$ cat config.mk
export PLATFORM = sky130hd
export DESIGN_NAME = key_search_ctrl
export DESIGN_NICKNAME = d
export VERILOG_FILES = /design/src/rtl/key_search_pkg.sv /design/src/rtl/key_search_ctrl_rr_arbiter.sv /design/src/rtl/key_search_ctrl.sv
export SDC_FILE = /design/constraint.sdc
export NUM_CORES = 1
export LEC_CHECK = 0
export BUFFER_PORTS_ARGS = -buffer_cell sky130_fd_sc_hd__buf_4
export CORE_MARGIN = 5
export CORE_UTILIZATION = 55
export CTS_BUF_LIST = sky130_fd_sc_hd__clkbuf_16
export DETAILED_ROUTE_END_ITERATION = 16
export PLACE_DENSITY = 0.77
export SLEW_MARGIN = 30
export SYNTH_ARGS = -nofsm -noshare
export SYNTH_HDL_FRONTEND = slang
export SYNTH_HIERARCHICAL = 1
export SYNTH_SLANG_ARGS = --single-unit
$ cat constraint.sdc
create_clock -name clk -period 6.3 [get_ports clk]
set_input_delay 0.63 -clock clk [delete_from_list [all_inputs] [get_ports clk]]
set_output_delay 0.63 -clock clk [all_outputs]
set_load 0.01 [all_outputs]
$ cat src/rtl/key_search_pkg.sv
// Shared types and helpers for the RC4 key-search scheduler.
package key_search_pkg;

   localparam int KEY_W = 24;

   typedef enum logic [2:0] {
      S_IDLE,
      S_RUN,
      S_DRAIN,
      S_FOUND,
      S_EXHAUSTED
   } ks_state_t;

   function automatic logic [KEY_W-1:0] min_key(input logic [KEY_W-1:0] a,
                                                 input logic [KEY_W-1:0] b);
      return (a < b) ? a : b;
   endfunction

endpackage

$ cat src/rtl/key_search_ctrl_rr_arbiter.sv
// Round-robin arbiter: one-hot grant, priority starts at the core after the last grant.
module rr_arbiter #(
   parameter int N = 2
) (
   input  logic         clk,
   input  logic         rst_n,
   input  logic [N-1:0] req,
   input  logic         grant_ack,
   output logic [N-1:0] gnt
);

   localparam int PW = (N > 1) ? $clog2(N) : 1;

   logic [PW-1:0] ptr_q, ptr_d;
   logic          got;

   always_comb begin
      gnt   = '0;
      ptr_d = ptr_q;
      got   = 1'b0;
      // scan from the pointer upward first, then wrap to the cores below it
      for (int i = 0; i < N; i++) begin
         if (!got && req[i] && (i >= int'(ptr_q))) begin
            gnt[i] = 1'b1;
            got    = 1'b1;
            ptr_d  = (i == N - 1) ? '0 : PW'(i + 1);
         end
      end
      for (int i = 0; i < N; i++) begin
         if (!got && req[i] && (i < int'(ptr_q))) begin
            gnt[i] = 1'b1;
            got    = 1'b1;
            ptr_d  = (i == N - 1) ? '0 : PW'(i + 1);
         end
      end
   end

   always_ff @(posedge clk or negedge rst_n) begin
      if (!rst_n) begin
         ptr_q <= '0;
      end else if (grant_ack) begin
         ptr_q <= ptr_d;
      end
   end

endmodule

$ cat src/rtl/key_search_ctrl.sv
// Key-space walker feeding NUM_CORES decrypt cores; stops on a valid key or exhaustion.
module key_search_ctrl
   import key_search_pkg::*;
#(
   parameter int NUM_CORES = 2,
   parameter int KEY_BITS  = 22
) (
   input  logic                      clk,
   input  logic                      rst_n,
   input  logic                      start,
   output logic [NUM_CORES-1:0]      core_start,
   output logic [NUM_CORES*24-1:0]   core_key,
   input  logic [NUM_CORES-1:0]      core_done,
   input  logic [NUM_CORES-1:0]      core_valid,
   output logic                      busy,
   output logic                      found,
   output logic                      exhausted,
   output logic [23:0]               found_key
);

   ks_state_t                       state_q, state_d;
   logic [KEY_BITS-1:0]             next_key_q, next_key_d;
   logic [NUM_CORES-1:0]            busy_q, busy_d;
   logic                            hit_q, hit_d;
   logic [KEY_W-1:0]                found_key_q, found_key_d;
   logic [NUM_CORES-1:0][KEY_W-1:0] core_key_q, core_key_d;
   logic [NUM_CORES-1:0]            hits, req, gnt;
   logic                            dispatch, last_key;

   // only completions from cores we actually launched count
   assign hits     = core_done & core_valid & busy_q;
   assign req      = (state_q == S_RUN && hits == '0) ? ~busy_q : '0;
   assign dispatch = |gnt;
   assign last_key = &next_key_q;

   rr_arbiter #(.N(NUM_CORES)) u_arb (
      .clk       (clk),
      .rst_n     (rst_n),
      .req       (req),
      .grant_ack (dispatch),
      .gnt       (gnt)
   );

   always_comb begin
      state_d     = state_q;
      next_key_d  = next_key_q;
      busy_d      = (busy_q & ~core_done) | gnt;
      hit_d       = hit_q;
      found_key_d = found_key_q;
      core_key_d  = core_key_q;

      for (int i = 0; i < NUM_CORES; i++) begin
         if (gnt[i]) core_key_d[i] = KEY_W'(next_key_q);
      end
      for (int i = 0; i < NUM_CORES; i++) begin
         if (hits[i]) begin
            found_key_d = hit_d ? min_key(found_key_d, core_key_q[i]) : core_key_q[i];
            hit_d       = 1'b1;
         end
      end
      // the last key is dispatched at most once; the counter parks there
      if (dispatch && !last_key) next_key_d = next_key_q + 1'b1;

      case (state_q)
         S_IDLE, S_FOUND, S_EXHAUSTED: begin
            if (start) begin
               state_d     = S_RUN;
               next_key_d  = '0;
               busy_d      = '0;
               hit_d       = 1'b0;
               found_key_d = '0;
            end
         end
         S_RUN: begin
            if (hit_d || (dispatch && last_key)) begin
               if (busy_d == '0) state_d = hit_d ? S_FOUND : S_EXHAUSTED;
               else              state_d = S_DRAIN;
            end
         end
         S_DRAIN: begin
            if (busy_d == '0) state_d = hit_d ? S_FOUND : S_EXHAUSTED;
         end
         default: state_d = S_IDLE;
      endcase
   end

   always_ff @(posedge clk or negedge rst_n) begin
      if (!rst_n) begin
         state_q     <= S_IDLE;
         next_key_q  <= '0;
         busy_q      <= '0;
         hit_q       <= 1'b0;
         found_key_q <= '0;
         core_key_q  <= '0;
      end else begin
         state_q     <= state_d;
         next_key_q  <= next_key_d;
         busy_q      <= busy_d;
         hit_q       <= hit_d;
         found_key_q <= found_key_d;
         core_key_q  <= core_key_d;
      end
   end

   assign core_start = gnt;
   assign core_key   = core_key_d;
   assign busy       = (state_q == S_RUN) || (state_q == S_DRAIN);
   assign found      = (state_q == S_FOUND);
   assign exhausted  = (state_q == S_EXHAUSTED);
   assign found_key  = found_key_q;

endmodule

==> qor.yml <==
layout_setup_ws_ps: 1250
cts_sinks: 101
vias: 4690
dp_slack_ps: 1260
drt-total-wl_mm: 14.2
grt_max_degree: 60
grt_first_pass_wirelength_mm: 23.7
max_slew_margin: 0.400
netlist_area_sq_um: 5720
p_int_mw: 1.25
cts.clk_slew.worst_paths_ps: 70
vdd_drop_max_mv: 0.299
cts_hold_buf: 0
synth_nets: 676
finalCritPeriodShare: 0.802
fmax_ghz: 0.198
power_mw: 1.98
ys_ff_latch: 101
synth-main-ff-cell: "dfrtp_1"
crit_chain: "ha_1, a2111oi_0, nor3_1, o311a_1, o21ai_2, buf_4, mux2_2, ha_1, a21o_1, a21o_1, a21oi_1, o22ai_1, a21oi_1, a21boi_1, a41o_1, buf_4, mux2i_1"
synth_seq_area_share: 0.442
syn_inst: 622
pwr-share-seq: 0.386
tns_ps: 0
p_clk_frac: 0.280
critPathArrivalTime_ps: 5330
synth-edff-count: 0
coreArea_sq_um: 10200
combPwrFrac: 0.334
grt_pass1_vias: 4686
setup_viol: 0
grt-ovfl-total: 0
yosys_warnings: 6
cts_resized: 0
yosys.area.top_type: "dfrtp_1"
cts_buffers: 9
clk_latency_ps: 350
cts_tree: "done"
fillers: 812
io_buffers: 83
synth.area.top_cells: "dfrtp_1 (44%), ha_1 (10%), nand2_1 (7.2%)"
status: "finished clean"
antenna_found_initial: 0
switchingPower_mw: 0.731
cts-root-buf: "clkbuf_16"
criticalPathCategory: "flop to flop"
cts_setup_buffers: 0
yosys.area.top_type_share: 0.442
crit_family: "compound AO/OA/AOI/OAI gates"
crit_fanout: 23
critPathCaptureType: "flop"
htreeDepth: 3
die_y_microns: 112
timing.hold.ws_ps: 276
hp-class: "input port to asynchronous set/reset pin"
cp_num_buf_inv: 2
rsz0062_at_grt: "no"
syn_to_final_growth_pct: 17.9
nNetsFinal: 752
fin_util: 0.659
max_cap_violations: 0
critical_path.slowest_cell: "a2111oi_0"
antenna_left: 0
finalHoldViolations: 0
die_w_microns: 112
drc: 0
die_area_sq_um: 12500
crit_required_ps: 6570
viasPerCell: 5.59
period_needed_ps: 5050
power_density_nw_per_um2: 293
seqCellArea_sq_um: 2530
ctsLongestPathBuffers: 2
avgSynthCellArea_sq_um: 9.20
async_flop_share: 1.00
worst_slew_pin_slew_ps: 900
wl_per_cell_microns: 16.9
drt_iter0_drc: 366
routabilityCongestion: 0.843
report.final.slew_viol_count: 0
design.portCount: 84
multi_input_area_sq_um: 2870
layout-drive-gt1-share: 0.193
dp_hpwl_mm: 10.3
fin_skew_ps: 7.35
netlist-cell-type-count: 50
rows: 37
antenna_cells: 0
dr.pass1.iters: 5
start_kind: "flop"
switching_share: 0.370
p_leak_nw: 3.38
grt.total_usage: 0.234
slowest_delay_ps: 420
start_util: 0.559
-- worst register-to-register path, cell delays in order (launching register included) --
cell	delay [ps]
dfrtp_1	400
ha_1	300
a2111oi_0	420
nor3_1	120
o311a_1	330
o21ai_2	420
buf_4	370
mux2_2	400
ha_1	300
a21o_1	160
a21o_1	180
a21oi_1	240
o22ai_1	110
a21oi_1	220
a21boi_1	230
a41o_1	120
buf_4	380
mux2i_1	260
-- Yosys cell counts, drive strengths merged (2+ instances only) --
cell type and number:
a211oi 3, a21boi 3, a21o 3, a21oi 23, a31oi 2, and3 4
buf 5, clkbuf 19, dfrtp 101, ha 47, inv 57, mux2 25
mux2i 25, nand2 110, nand2b 4, nand3 9, nand4 13, nor2 49
nor2b 3, nor3 12, nor4 2, o21a 3, o21ai 58, o22ai 2
or3 5, xnor2 8, xor2 9
-- state kept, by name, indices dropped and copies added, names as in the netlist --
register,flops
state_q,3
hit_q,1
u_arb/ptr_q,1
found_key,24
core_key_q,48
next_key_q,22
busy_q,2
-- power by group through the flow --
stage	Clock, mW	Sequential (mW)	Combinational, mW
4_1_cts	0.562	0.762	0.659
2_1_floorplan	0	0.750	0.460
3_5_place_dp	0	0.773	0.658
3_3_place_gp	0	0.770	0.639
6_report	0.554	0.764	0.660
5_1_grt	0.589	0.770	0.727
-- kinds of logic (layout without fill, tap and decap cells) --
kind of cell	count (synthesis)	in the layout	synth area share
muxes	50	50	0.0930
AOI/OAI and AO/OA	108	108	0.109
and+or+nand+nor	218	218	0.167
xor gates and xnor gates	17	17	0.0260
DFF	101	101	0.442
buffers and inverters	81	162	0.0606
adders and majority gates	47	47	0.103
-- worst paths after layout --
path / slack (ps) / depth (start not counted) / endpoint / start
worst max-delay path: 1250 / 17 / found_key[5] / found_key[1]
worst min-delay path: 280 / 1 / next_key_q[6] / rst_n
worst max register to register: 1250 / 17 / found_key[5] / found_key[1]
worst min register to register: 520 / 2 / found_key[1] / core_key_q[25]
max in group asynchronous: 4850 / 2 / core_key_q[16] / rst_n
min in group clk: 520 / 2 / found_key[1] / core_key_q[25]
-- layout by cell type (no fill, tap or decap), drive strengths merged, types with 12 or more instances in the layout --
master  Yosys  layout
nor2       49      49
inv        57      58
dfrtp     101     101
ha         47      47
buf         5      89
a21oi      23      23
nand4      13      13
nand2     110     110
mux2       25      25
nor3       12      12
mux2i      25      25
o21ai      58      58
-- final cells by class --
cell class,count,share of cell area
flip-flops and latches,101,0.375
inverters,57,0.0317
multi-input cells,440,0.426
well taps,136,0.0252
clock buffers,9,0.0334
repair buffers,89,0.0991
clock inverters,7,0.0100
-- through the flow --
| stage | instances | instance area (sq um) |
|---|---|---|
| final | 839 | 6750 |
| after global routing | 839 | 6750 |
| after CTS | 839 | 6750 |
| after detailed placement | 823 | 6450 |
| after global placement | 823 | 6450 |
| after floorplan | 622 | 5720 |
-- per-layer routing --
| layer | wire (microns) | part of all wire | track usage |
|---|---|---|---|
| met5 | 0 | 0 | 0 |
| met4 | 379 | 0.027 | 0.0929 |
| met3 | 701 | 0.049 | 0.0511 |
| met2 | 6800 | 0.48 | 0.376 |
| met1 | 6300 | 0.44 | 0.309 |
(Power assumes the default switching activity.)
